$ cat config.mk
export PLATFORM = sky130hd
export DESIGN_NAME = sb64_inv
export DESIGN_NICKNAME = d
export VERILOG_FILES = /design/src/rtl/sb64_inv.sv
export SDC_FILE = /design/constraint.sdc
export NUM_CORES = 1
export LEC_CHECK = 0
export BUFFER_PORTS_ARGS = -buffer_cell sky130_fd_sc_hd__buf_4
export CORE_MARGIN = 2
export CORE_UTILIZATION = 50
export DETAILED_ROUTE_END_ITERATION = 8
export PLACE_DENSITY = 0.77
export SYNTH_ARGS = -nofsm -noshare
export SYNTH_HDL_FRONTEND = slang
export SYNTH_SLANG_ARGS = --single-unit
$ cat constraint.sdc
create_clock -name clk -period 3.5 [get_ports clk]
set_clock_uncertainty 0.2 [all_clocks]
set_input_delay 1.05 -clock clk [delete_from_list [all_inputs] [get_ports clk]]
set_output_delay 1.05 -clock clk [all_outputs]
set_load 0.005 [all_outputs]
$ cat src/rtl/sb64_inv.sv
// Inverse SB64 Simeck box: undoes the forward 8-round permutation for a latched rc vector.
// Default: two inverse rounds per clock. SB64_INV_ONE_ROUND_EN selects one round per clock.
module sb64_inv #(
    parameter int ROUNDS = 8,
    parameter int WORD   = 32
) (
    input  logic                clk,
    input  logic                rst,
    input  logic                start,
    input  logic [2*WORD-1:0]   x_in,
    input  logic [ROUNDS-1:0]   rc,
    output logic [2*WORD-1:0]   x_out,
    output logic                busy,
    output logic                valid
);

    localparam int KW = (ROUNDS > 1) ? $clog2(ROUNDS) : 1;
    localparam logic [KW-1:0] K_INIT = KW'(ROUNDS - 1);
`ifdef SB64_INV_ONE_ROUND_EN
    localparam logic [KW-1:0] K_STEP = KW'(1);
    localparam logic [KW-1:0] K_LAST = KW'(0);
`else
    localparam logic [KW-1:0] K_STEP = KW'(2);
    localparam logic [KW-1:0] K_LAST = KW'(1);
`endif

    typedef enum logic {IDLE, RUN} state_t;

    state_t              state_q, state_d;
    logic [2*WORD-1:0]   s_q, s_d;
    logic [ROUNDS-1:0]   rc_q, rc_d;
    logic [KW-1:0]       k_q, k_d;
    logic                valid_q, valid_d;
    logic [2*WORD-1:0]   s_a;
    logic [2*WORD-1:0]   s_rounds;

    // One inverse round: (L,R) -> (R, L ^ f(R) ^ c(b)).
    function automatic logic [2*WORD-1:0] inv_round(input logic [2*WORD-1:0] s, input logic b);
        logic [WORD-1:0] l;
        logic [WORD-1:0] r;
        logic [WORD-1:0] fr;
        l  = s[2*WORD-1:WORD];
        r  = s[WORD-1:0];
        fr = ({r[WORD-6:0], r[WORD-1:WORD-5]} & r) ^ {r[WORD-2:0], r[WORD-1]};
        return {r, l ^ fr ^ {{(WORD-1){1'b1}}, b}};
    endfunction

`ifdef SB64_INV_ONE_ROUND_EN
    always_comb begin
        s_a      = inv_round(s_q, rc_q[k_q]);
        s_rounds = s_a;
    end
`else
    logic [KW-1:0] k_m1;

    // Stage A consumes the higher round bit; stage B the next one down.
    always_comb begin
        k_m1     = k_q - KW'(1);
        s_a      = inv_round(s_q, rc_q[k_q]);
        s_rounds = inv_round(s_a, rc_q[k_m1]);
    end
`endif

    always_comb begin
        state_d = state_q;
        s_d     = s_q;
        rc_d    = rc_q;
        k_d     = k_q;
        valid_d = 1'b0;
        case (state_q)
            IDLE: begin
                if (start) begin
                    s_d     = x_in;
                    rc_d    = rc;
                    k_d     = K_INIT;
                    state_d = RUN;
                end
            end
            RUN: begin
                s_d = s_rounds;
                if (k_q == K_LAST) begin
                    k_d     = K_INIT;
                    valid_d = 1'b1;
                    state_d = IDLE;
                end else begin
                    k_d = k_q - K_STEP;
                end
            end
            default: state_d = IDLE;
        endcase
    end

    always_ff @(posedge clk or negedge rst) begin
        if (!rst) begin
            state_q <= IDLE;
            s_q     <= '0;
            rc_q    <= '0;
            k_q     <= K_INIT;
            valid_q <= 1'b0;
        end else begin
            state_q <= state_d;
            s_q     <= s_d;
            rc_q    <= rc_d;
            k_q     <= k_d;
            valid_q <= valid_d;
        end
    end

    assign x_out = s_q;
    assign busy  = (state_q == RUN);
    assign valid = valid_q;

endmodule
Word level (Yosys, flattened, before mapping) --
Cells that the tools add are included.
Word-level totals: logic and storage cells 35, output and inout port bits 66, register bits after elaboration 77
Cells by class: add/sub/neg operators 2, reduce and logical (&&, ||, !) cells 1, magnitude comparators 2, equal/unequal tests 2, bitwise operators 9, muxes and demuxes 14
Operators with widths (number):
- 32-bit XOR | 6
- 64-bit one-hot mux with 2 select lines | 1
- 32-bit bitwise AND | 2
- 64-bit 2-to-1 mux | 1
- 3-bit by 4-bit < comparator with 1-bit output, second input constant | 2
- 1-bit binary-select mux with 3-bit select | 2
- 1-bit 2-to-1 mux | 6
- 3-bit 2-to-1 mux | 2
- 3-bit one-hot mux with 2 select lines | 1
- 3-bit by 1-bit equality test with 1-bit output, second input constant | 1
- 3-bit by 1-bit subtractor with 3-bit output, second input constant | 1
- 3-bit by 2-bit subtractor with 3-bit output, second input constant | 1
- 2-bit inequality test, second input constant | 1
- 1-bit one-hot mux with 2 select lines | 1
- 2-bit AND reduction | 1
- 1-bit NOT | 1

Logic depth before layout (Yosys ltp) --
word-level depth 9, depth in mapped cells 8, depth with buffers taken out 7

Least setup slack after synthesis --
OpenSTA, ideal clock, no wires.
path type in2reg, start point input start, end point register s_q[42] (netlist: x_out[42]), setup time 0.133 ns, arrival time 2.079 ns, data required time 3.167 ns, stages 5, path slack 1.088 ns, buffers on the path 3, cells stage by stage clkbuf_1 > buf_2 > buf_2 > mux2i_1 > o21ai_0
On the way: longest elaborated chain between the ends 1
Ends and longest elaborated chain:
- start: declaration | line 9 | input logic start,
- 2-bit inequality test (no source line)
- end signal: assignment | line 96 | s_q <= '0;
- end signal: assignment | line 102 | s_q <= s_d;
- end: declaration | line 30 | logic [2*WORD-1:0] s_q, s_d;
No other way between the ends. A chain may end at the register's enable or synchronous reset.

Final worst setup path --
start point register state_q (netlist: busy), end point output busy
RTL lines:
- start: declaration | line 29 | state_t state_q, state_d;
- start signal: assignment | line 101 | state_q <= state_d;
- end: declaration | line 13 | output logic busy,
No word-level cell between the ends.

==> metrics.txt <==
status finished, final reports clean; clock slew seen by the registers of the worst setup and hold paths roughly 80 ps; initial antenna violation count 0; Fmax achieved ~380 MHz; reg2reg setup slack 1040 ps; RSZ-0062 raised after global routing false; Routed WL about 13000 um; fin nets about 750; commonest cells after routing, fill and taps aside 143 x buf_4, 111 x nand2_1, 95 x xnor2_1; fillcell total 819; DP HPWL ~9600 um; CP Launch Point busy; DRT antenna net count 0; CTS Buf Count 9; Post-CTS Hold Buffers 0; chip width roughly 100 um; type of the most critical hold path reg2reg; Syn Nets 620; Root Buffer Master clkbuf_8; Seq/Total Area, Yosys about two fifths; crit end category output port; total gr overflow 0; Setup Buffers After CTS 0; CP max stage cell dfrtp_4; gpl congestion ~0.85; Critical Path Start Type flop; fin cells 810; Total Routing Usage GR about a quarter; Slew @ Worst Pin 737.6 ps; critical path class reg2out; DRC 0; Synth Register Bits 77; first-pass GRT wire length about 22000 um; router iterations before antenna repair 4; CP max FO 57; Mapped Area 5035 sq um; Vias between 4000 and 5000; Clock H-tree levels 3; Top Ports 141; Initial Utilization between 50 and 60%; vias in the first global route approximately 4300; Site Rows 36; Netlist cell types 33; diodes inserted 0; CTS Buffer Depth 2; Post-Route Setup TNS 0 ps; largest net degree at the start of global routing 76; area grow syn2layout 27.16%; Pins Over Slew Limit 0; Die ar. around 11000 sq um; commonest non-fill, non-tap cell in the layout buf_4; Die H roughly 100 um; Crit Reg-Reg Startpoint k_q[0]; clock sink total between 70 and 80; worst setup path endpoint busy; core area approximately 9800 sq um; clock latency on the worst-skew pair about 360 ps; endpoints failing setup 0; WP data required between 2000 and 2500 ps; CTS tree built; placed cells 794; final period utilization about three quarters; Vias/cell ~5.3; crit path cell chain buf_4; reg2reg path depth 5; placed cell area a little over 6000 sq um; worst reg2reg endpoint x_out[1]; Max-Cap Viols 0; CP top delay family flip-flops; wire length per cell roughly 16 um; input/output buffers 140; Worst EP arrival ~1400 ps; Post-Synthesis Cells approximately 540; share of cells above drive strength 1 about a quarter; CP peak stage delay around 800 ps; Final min period between 2000 and 3000 ps; Yosys warning total 0; cts repair resizes 0; Avg Cell Area, Syn around 9.3 sq um; Fin. Hold Viols 0; Finished Cell Area 6402 sq um; initial DRC count between 200 and 250; cell count along the critical path 1; Buffers & Inverters on Critical Path 1; slew margin rel. around half
## metrics by stage
stage          hold slack, ps  worst slack (ps)  utilization (%)
2_1_floorplan           258.6              1088                -
3_3_place_gp            275.9             787.6            63.31
3_5_place_dp            283.9             718.3            63.31
4_1_cts                 302.8             863.7            65.50
5_1_grt                 343.5             812.1            65.50
6_report                297.1             863.8            65.50
## area by class of cell
| class | instances | area [sq um] | share of cell area (%) |
|---|---|---|---|
| well taps | 133 | 166.4 | 2.599 |
| clock buffers | 9 | 123.9 | 1.935 |
| inverters | 7 | 26.28 | 0.4104 |
| multi-input cells | 433 | 2968 | 46.36 |
| flip-flops and latches | 77 | 1934 | 30.21 |
| repair buffers | 144 | 1094 | 17.08 |
| clock inverters | 7 | 90.09 | 1.407 |
## registers in the layout, summed over array words and instances (netlist names)
signal  cells
busy        1
k_q         3
rc_q        8
valid       1
x_out      64
## cells in the mapped netlist
master	n	area (sq um)
dfrtp_1	74	1852
or3_2	1	7.510
and2_1	1	6.260
nor3_1	4	20.02
a211oi_1	30	225.2
dfstp_2	3	78.83
xor2_1	25	219.0
o21ai_0	31	155.2
nand3_1	1	5.000
a21o_1	3	22.52
mux2i_1	40	400.4
inv_1	7	26.28
o211a_1	3	30.03
o31ai_1	2	15.01
clkbuf_1	21	78.83
xnor2_1	95	832.1
or2_2	2	12.51
nand2_1	111	416.7
a21oi_1	33	165.2
buf_6	1	11.26
and3_1	2	12.51
xnor2_2	1	16.27
nor3b_1	2	15.01
ha_1	2	25.02
xnor3_1	2	45.04
mux4_1	2	52.55
nor2b_1	29	181.4
or3_1	1	6.260
a31o_2	1	8.760
xor3_1	1	23.77
nor2_1	7	26.28
buf_2	4	20.02
mux4_2	1	22.52
## layer usage
metal	track usage (%)	wire length, um
met1	33.32	5895
met2	42.53	6574
met3	3.321	663
met4	8.108	214
met5	0	0
## kinds of logic (layout without fill, tap and decap cells)
group	after synthesis	after routing	synth area share, %
compound gates	103	103	12.35
xor+xnor	124	124	22.56
fa+ha+maj	2	2	0.4969
buf+inv	33	167	2.709
flops	77	77	38.35
mux	43	43	9.443
simple gates	161	161	14.09
## worst min path at each step
stage | start | end | depth (start not counted)
floorplan | rc_q[2] | rc_q[2] | 2
global placement | rc_q[6] | rc_q[6] | 2
detailed placement | rc_q[3] | rc_q[3] | 2
CTS | rc_q[3] | rc_q[3] | 2
global route | rc_q[3] | rc_q[3] | 2
finish | rc_q[3] | rc_q[3] | 2
Power is not shown: default switching activity piles up to over one toggle a cycle in this logic, so the estimate is an artifact.
